File: config.mk
export PLATFORM = sky130hd
export DESIGN_NAME = spi_controller
export DESIGN_NICKNAME = d
export VERILOG_FILES = /design/src/rtl/spi_pkg.sv /design/src/rtl/spi_controller_clk_gen.sv /design/src/rtl/spi_controller.sv
export SDC_FILE = /design/constraint.sdc
export NUM_CORES = 1
export LEC_CHECK = 0
export CAP_MARGIN = 20
export CORE_UTILIZATION = 61
export CTS_CLUSTER_SIZE = 16
export DETAILED_ROUTE_END_ITERATION = 10
export DONT_BUFFER_PORTS = 1
export PLACE_DENSITY_LB_ADDON = 0.15
export REMOVE_ABC_BUFFERS = 1
export SYNTH_ARGS = -nofsm -noshare
export SYNTH_HDL_FRONTEND = slang
export SYNTH_SLANG_ARGS = --single-unit
File: constraint.sdc
create_clock -name i_clk -period 2.33 [get_ports i_clk]
set_input_delay 0.3495 -clock i_clk [delete_from_list [all_inputs] [get_ports i_clk]]
set_output_delay 0.3495 -clock i_clk [all_outputs]
set_load 0.1 [all_outputs]
File: src/rtl/spi_pkg.sv
// Shared types and constants for the SPI mode-0 controller.
package spi_pkg;

    typedef enum logic [2:0] {
        IDLE,
        SETUP,
        XFER,
        WAIT_NEXT,
        CS_HOLD,
        CS_IDLE
    } spi_state_e;

    localparam logic       SPI_CPOL    = 1'b0;
    localparam logic       SPI_CPHA    = 1'b0;
    localparam logic [1:0] SPI_MODE0   = {SPI_CPOL, SPI_CPHA};
    localparam logic       CS_ACTIVE   = 1'b0;
    localparam logic       CS_INACTIVE = ~CS_ACTIVE;

endpackage

File: src/rtl/spi_controller_clk_gen.sv
// Half-bit timer: produces the SPI clock and its rise/fall strobes.
// With i_toggle low it only times half-bit intervals (setup / CS hold).
module spi_clk_gen
    import spi_pkg::*;
#(
    parameter int unsigned CLKS_PER_HALF_BIT = 4
) (
    input  logic i_clk,
    input  logic i_reset,
    input  logic i_run,
    input  logic i_toggle,
    output logic o_sclk,
    output logic o_half_done_c,
    output logic o_rise_c,
    output logic o_fall_c
);

    localparam int unsigned      CNT_W     = $clog2(CLKS_PER_HALF_BIT) + 1;
    localparam logic [CNT_W-1:0] CNT_LAST  = CNT_W'(CLKS_PER_HALF_BIT - 1);
    localparam logic             SCLK_IDLE = SPI_MODE0[1];

    logic [CNT_W-1:0] cnt_q, cnt_d;
    logic             sclk_q, sclk_d;

    always_ff @(posedge i_clk) begin
        if (i_reset) begin
            cnt_q  <= '0;
            sclk_q <= SCLK_IDLE;
        end else begin
            cnt_q  <= cnt_d;
            sclk_q <= sclk_d;
        end
    end

    always_comb begin
        cnt_d         = '0;
        sclk_d        = SCLK_IDLE;
        o_half_done_c = i_run && (cnt_q == CNT_LAST);
        o_rise_c      = o_half_done_c && i_toggle && (sclk_q == SCLK_IDLE);
        o_fall_c      = o_half_done_c && i_toggle && (sclk_q != SCLK_IDLE);
        if (i_run) begin
            cnt_d  = o_half_done_c ? '0 : cnt_q + CNT_W'(1);
            sclk_d = (o_rise_c || o_fall_c) ? ~sclk_q : sclk_q;
        end
    end

    assign o_sclk = sclk_q;

endmodule

File: src/rtl/spi_controller.sv
// SPI mode-0 initiator: byte handshake in, framed MSB-first SPI out.
// Optional macro SPI_WAIT_TIMEOUT_EN closes an idle open frame after WAIT_TIMEOUT_CLKS.
module spi_controller
    import spi_pkg::*;
#(
    parameter int unsigned CLKS_PER_HALF_BIT = 4,
    parameter int unsigned CS_IDLE_CLKS      = 8,
    parameter int unsigned WAIT_TIMEOUT_CLKS = 256
) (
    input  logic       i_clk,
    input  logic       i_reset,
    input  logic       i_tx_dv,
    input  logic [7:0] i_tx_byte,
    input  logic       i_tx_last,
    output logic       o_tx_ready,
    output logic       o_rx_dv,
    output logic [7:0] o_rx_byte,
    output logic       o_busy,
    output logic       o_spi_clk,
    output logic       o_spi_cs_n,
    output logic       o_spi_copi,
    input  logic       i_spi_cipo
);

    localparam int unsigned           IDLE_CNT_W = $clog2(CS_IDLE_CLKS) + 1;
    localparam logic [IDLE_CNT_W-1:0] IDLE_LAST  = IDLE_CNT_W'(CS_IDLE_CLKS - 1);

    spi_state_e      state_q, state_d;
    logic [7:0]      tx_sr_q, tx_sr_d;
    logic [7:0]      rx_sr_q, rx_sr_d;
    logic [2:0]      bit_cnt_q, bit_cnt_d;
    logic            last_q, last_d;
    logic [IDLE_CNT_W-1:0] idle_cnt_q, idle_cnt_d;
    logic            cs_n_q, cs_n_d;
    logic            copi_q, copi_d;
    logic            rx_dv_q, rx_dv_d;
    logic [7:0]      rx_byte_q, rx_byte_d;
    logic            tx_ready_q, tx_ready_d;
    logic            busy_q, busy_d;

    logic accept_c;
    logic clk_run_c, clk_toggle_c;
    logic half_done_c, rise_c, fall_c;
    logic sclk;

    assign accept_c     = i_tx_dv && tx_ready_q;
    assign clk_run_c    = (state_q == SETUP) || (state_q == XFER) || (state_q == CS_HOLD);
    assign clk_toggle_c = (state_q == XFER);

    spi_clk_gen #(
        .CLKS_PER_HALF_BIT(CLKS_PER_HALF_BIT)
    ) u_clk_gen (
        .i_clk        (i_clk),
        .i_reset      (i_reset),
        .i_run        (clk_run_c),
        .i_toggle     (clk_toggle_c),
        .o_sclk       (sclk),
        .o_half_done_c(half_done_c),
        .o_rise_c     (rise_c),
        .o_fall_c     (fall_c)
    );

`ifdef SPI_WAIT_TIMEOUT_EN
    localparam int unsigned           WAIT_CNT_W = $clog2(WAIT_TIMEOUT_CLKS) + 1;
    localparam logic [WAIT_CNT_W-1:0] WAIT_LAST  = WAIT_CNT_W'(WAIT_TIMEOUT_CLKS - 1);

    logic [WAIT_CNT_W-1:0] wait_cnt_q, wait_cnt_d;
    logic                  wait_expired_c;

    // Counts only while parked in WAIT_NEXT; any accept restarts it.
    always_ff @(posedge i_clk) begin
        if (i_reset) begin
            wait_cnt_q <= '0;
        end else begin
            wait_cnt_q <= wait_cnt_d;
        end
    end

    always_comb begin
        wait_cnt_d     = '0;
        wait_expired_c = 1'b0;
        if (state_q == WAIT_NEXT && !accept_c) begin
            wait_cnt_d     = wait_cnt_q + WAIT_CNT_W'(1);
            wait_expired_c = (wait_cnt_q == WAIT_LAST);
        end
    end
`else
    logic wait_expired_c;
    logic unused_wait_timeout;

    assign wait_expired_c      = 1'b0;
    assign unused_wait_timeout = (WAIT_TIMEOUT_CLKS != 0);
`endif

    always_ff @(posedge i_clk) begin
        if (i_reset) begin
            state_q    <= IDLE;
            tx_sr_q    <= '0;
            rx_sr_q    <= '0;
            bit_cnt_q  <= '0;
            last_q     <= 1'b0;
            idle_cnt_q <= '0;
            cs_n_q     <= CS_INACTIVE;
            copi_q     <= 1'b0;
            rx_dv_q    <= 1'b0;
            rx_byte_q  <= '0;
            tx_ready_q <= 1'b0;
            busy_q     <= 1'b0;
        end else begin
            state_q    <= state_d;
            tx_sr_q    <= tx_sr_d;
            rx_sr_q    <= rx_sr_d;
            bit_cnt_q  <= bit_cnt_d;
            last_q     <= last_d;
            idle_cnt_q <= idle_cnt_d;
            cs_n_q     <= cs_n_d;
            copi_q     <= copi_d;
            rx_dv_q    <= rx_dv_d;
            rx_byte_q  <= rx_byte_d;
            tx_ready_q <= tx_ready_d;
            busy_q     <= busy_d;
        end
    end

    always_comb begin
        state_d    = state_q;
        tx_sr_d    = tx_sr_q;
        rx_sr_d    = rx_sr_q;
        bit_cnt_d  = bit_cnt_q;
        last_d     = last_q;
        idle_cnt_d = '0;
        cs_n_d     = cs_n_q;
        copi_d     = copi_q;
        rx_dv_d    = 1'b0;
        rx_byte_d  = rx_byte_q;

        unique case (state_q)
            IDLE: begin
                cs_n_d = CS_INACTIVE;
                if (accept_c) begin
                    tx_sr_d = i_tx_byte;
                    last_d  = i_tx_last;
                    copi_d  = i_tx_byte[7];
                    cs_n_d  = CS_ACTIVE;
                    state_d = SETUP;
                end
            end
            SETUP: begin
                if (half_done_c) begin
                    state_d = XFER;
                end
            end
            XFER: begin
                if (rise_c) begin
                    rx_sr_d = {rx_sr_q[6:0], i_spi_cipo};
                end
                // Each falling edge advances COPI; the eighth one closes the byte.
                if (fall_c) begin
                    bit_cnt_d = bit_cnt_q + 3'd1;
                    tx_sr_d   = {tx_sr_q[6:0], 1'b0};
                    copi_d    = tx_sr_q[6];
                    if (bit_cnt_q == 3'd7) begin
                        rx_dv_d   = 1'b1;
                        rx_byte_d = rx_sr_q;
                        state_d   = last_q ? CS_HOLD : WAIT_NEXT;
                    end
                end
            end
            WAIT_NEXT: begin
                if (accept_c) begin
                    tx_sr_d = i_tx_byte;
                    last_d  = i_tx_last;
                    copi_d  = i_tx_byte[7];
                    state_d = SETUP;
                end else if (wait_expired_c) begin
                    state_d = CS_HOLD;
                end
            end
            CS_HOLD: begin
                if (half_done_c) begin
                    cs_n_d  = CS_INACTIVE;
                    state_d = CS_IDLE;
                end
            end
            CS_IDLE: begin
                idle_cnt_d = idle_cnt_q + IDLE_CNT_W'(1);
                if (idle_cnt_q == IDLE_LAST) begin
                    state_d = IDLE;
                end
            end
            default: begin
                cs_n_d  = CS_INACTIVE;
                state_d = IDLE;
            end
        endcase

        tx_ready_d = (state_d == IDLE) || (state_d == WAIT_NEXT);
        busy_d     = (state_d != IDLE);
    end

    assign o_tx_ready = tx_ready_q;
    assign o_rx_dv    = rx_dv_q;
    assign o_rx_byte  = rx_byte_q;
    assign o_busy     = busy_q;
    assign o_spi_clk  = sclk;
    assign o_spi_cs_n = cs_n_q;
    assign o_spi_copi = copi_q;

endmodule

==> flow_summary.ini <==
[power_and_ir_drop]
p_leak_nw = 0.7871
ir_worst_vdd_v = 0.0005099
p_per_area_mw_per_mm2 = 626.9

[grt]
overflow = 0
antenna_found_initial = 0
grt_max_degree = 40
grt_pass1_wl_mm = 5.485
grt_pass1_vias = 1325
track_usage_pct = 21.90

[timing]
period_share_pct = 87.47
maxSlewViolCount = 0
setup_viol_count_final = 0
layout_min_cycle_time_ns = 2.038
max_freq_mhz = 490.6
rsz0062_at_grt = no
holdWs_ns = 0.05965
relSlewSlack_pct = 63.60
clock_skew_ns = 0.004722
finalHoldViolations = 0
tightestPinTransition_ns = 0.5455

[synth]
ys_warn_count = 0
synth_flop_cell = dfxtp_1
synth_cells = 190
syn_area_per_cell_sq_um = 9.799
ys_ff_latch = 43
synth-edff-count = 0
synth-seq-area-share_pct = 46.24
syn_area_sq_mm = 0.001862
synth_async_sr_flop_share_pct = 0
synth_cell_type_count = 42

[hold_path]
hold_path_class = primary input to flop
hp-start = i_reset

[critical_path]
crit_path_start_kind = flop
critPathLaunch = u_clk_gen.cnt_q[0]
crit_type = flop to flop
critPathMaxFanout = 7
cp.required_ns = 2.60
r2r_slack_ns = 0.29
arrival_ns = 2.31
crit-reg2reg-launch = u_clk_gen.cnt_q[0]
critPathCaptureType = flop

[finish]
fillers = 216
drive_above_1_share_pct = 16.75
antenna_cells = 0
layout_common_cells = dfxtp_1, nor2_1, mux2i_1
finish.utilization_pct = 71.03
final_nets = 220
design_area_sq_mm = 0.002009
syn2layout_area_growth_pct = 7.930
final_common_cell = dfxtp_1

[run]
cap_viol_max_count = 0

[floorplanning]
num_rows = 19
dieHeight_um = 57.25
fp.dieW_um = 57.25
ios = 27
initial_core_util_pct = 65.81
coreArea_sq_mm = 0.002829
die-area_sq_mm = 0.003277

[clock_tree]
cts_tree = yes
post_cts_buffers = 0
clock_sink_count = 43
htreeDepth = 2
cts_resized = 0
cts_root_buf = clkbuf_4
insertion_delay_ns = 0.34
cts.hold.buffers_added = 0
path_clk_slew_ns = 0.12
cts_made_buffers = 5
clockBufferDepth = 2

[routing]
wl_per_cell_um = 13.47
via_count = 1321
route.detailed.drc = 0
firstDrtPassIters = 4
via_per_inst = 5.645
drt_wl_total_mm = 3.151
drtAntennaViolNets = 0
drt_iter0_drc = 50

[place]
postPlaceCellArea_sq_mm = 0.001956
place.gp.congestion = 0.8429
place_hpwl_mm = 2.242
portBuffers = 0

[run_status]
status = finished clean
==> per-layer routing <==
metal  GRT usage (%)  wire (um)
met1           25.04       1462
met3           5.442        137
met4           9.408         43
met5               0          0
met2           38.82       1508
==> report_power, final <==
| part | internal (mW) | switching, mW |
|---|---|---|
| combinational | 0.0507 | 0.0939 |
| clock | 0.117 | 0.228 |
| sequential | 0.756 | 0.0147 |
==> layout make-up <==
cell class	instances	area [sq um]	area share, %
repair buffers	16	120.1	5.978
well taps	31	38.79	1.930
flip-flops and latches	43	860.8	42.84
clock buffers	6	41.29	2.055
clock inverters	2	12.51	0.6227
inverters	3	11.26	0.5604
multi-input cells	133	924.6	46.01
==> stage by stage <==
stage / TNS [ns] / setup WS [ns] / cells / power, mW
after floorplan: -0.01289 / -0.01289 / 179 / 0.9032
after global placement: 0 / 0.4692 / 226 / 0.9266
after detailed placement: 0 / 0.3834 / 226 / 0.9308
after CTS: 0 / 0.3046 / 234 / 1.271
after global routing: 0 / 0.1999 / 234 / 1.307
final: 0 / 0.2919 / 234 / 1.260
==> worst paths after layout <==
check	depth (start not counted)	endpoint
worst max-delay path	7	o_tx_ready
worst min-delay path	1	tx_sr_q[0]
worst max register to register	7	o_tx_ready
worst min register to register	1	u_clk_gen.cnt_q[0]
==> flip-flops by register name, summed over array words and instances, names as in the netlist, 3 cells and up <==
name,count
state_q,3
o_rx_byte,8
rx_sr_q,8
u_clk_gen.cnt_q,3
idle_cnt_q,4
bit_cnt_q,3
tx_sr_q,7
==> cell usage after synthesis, types with 3 or more instances <==
cell / instances / area share, %
a211oi_1: 7 / 2.8
a21oi_1: 7 / 1.9
buf_2: 4 / 1.1
clkbuf_1: 4 / 0.81
dfxtp_1: 43 / 46
ha_1: 5 / 3.4
inv_1: 3 / 0.60
mux2i_1: 25 / 13
nand2_1: 8 / 1.6
nor2_1: 40 / 8.1
nor2b_1: 3 / 1.0
o21ai_0: 3 / 0.81
==> critical path, cell delays in order (launching register included) <==
cell and delay, ns:
dfxtp_1 0.35, ha_1 0.15, ha_1 0.32, and2b_1 0.24
a41o_1 0.20, nor2_1 0.08, or4b_1 0.52, o21ai_1 0.12
==> logic make-up after synthesis <==
family,synth area share [%]
multiplexers,14.05
flip-flops,46.24
buffers and inverters,4.099
adder cells (fa/ha/maj),3.360
AO/OA/AOI/OAI,10.28
XOR/XNOR,1.882
AND/OR/NAND/NOR,20.10
Power figures use the tool's default switching activity.
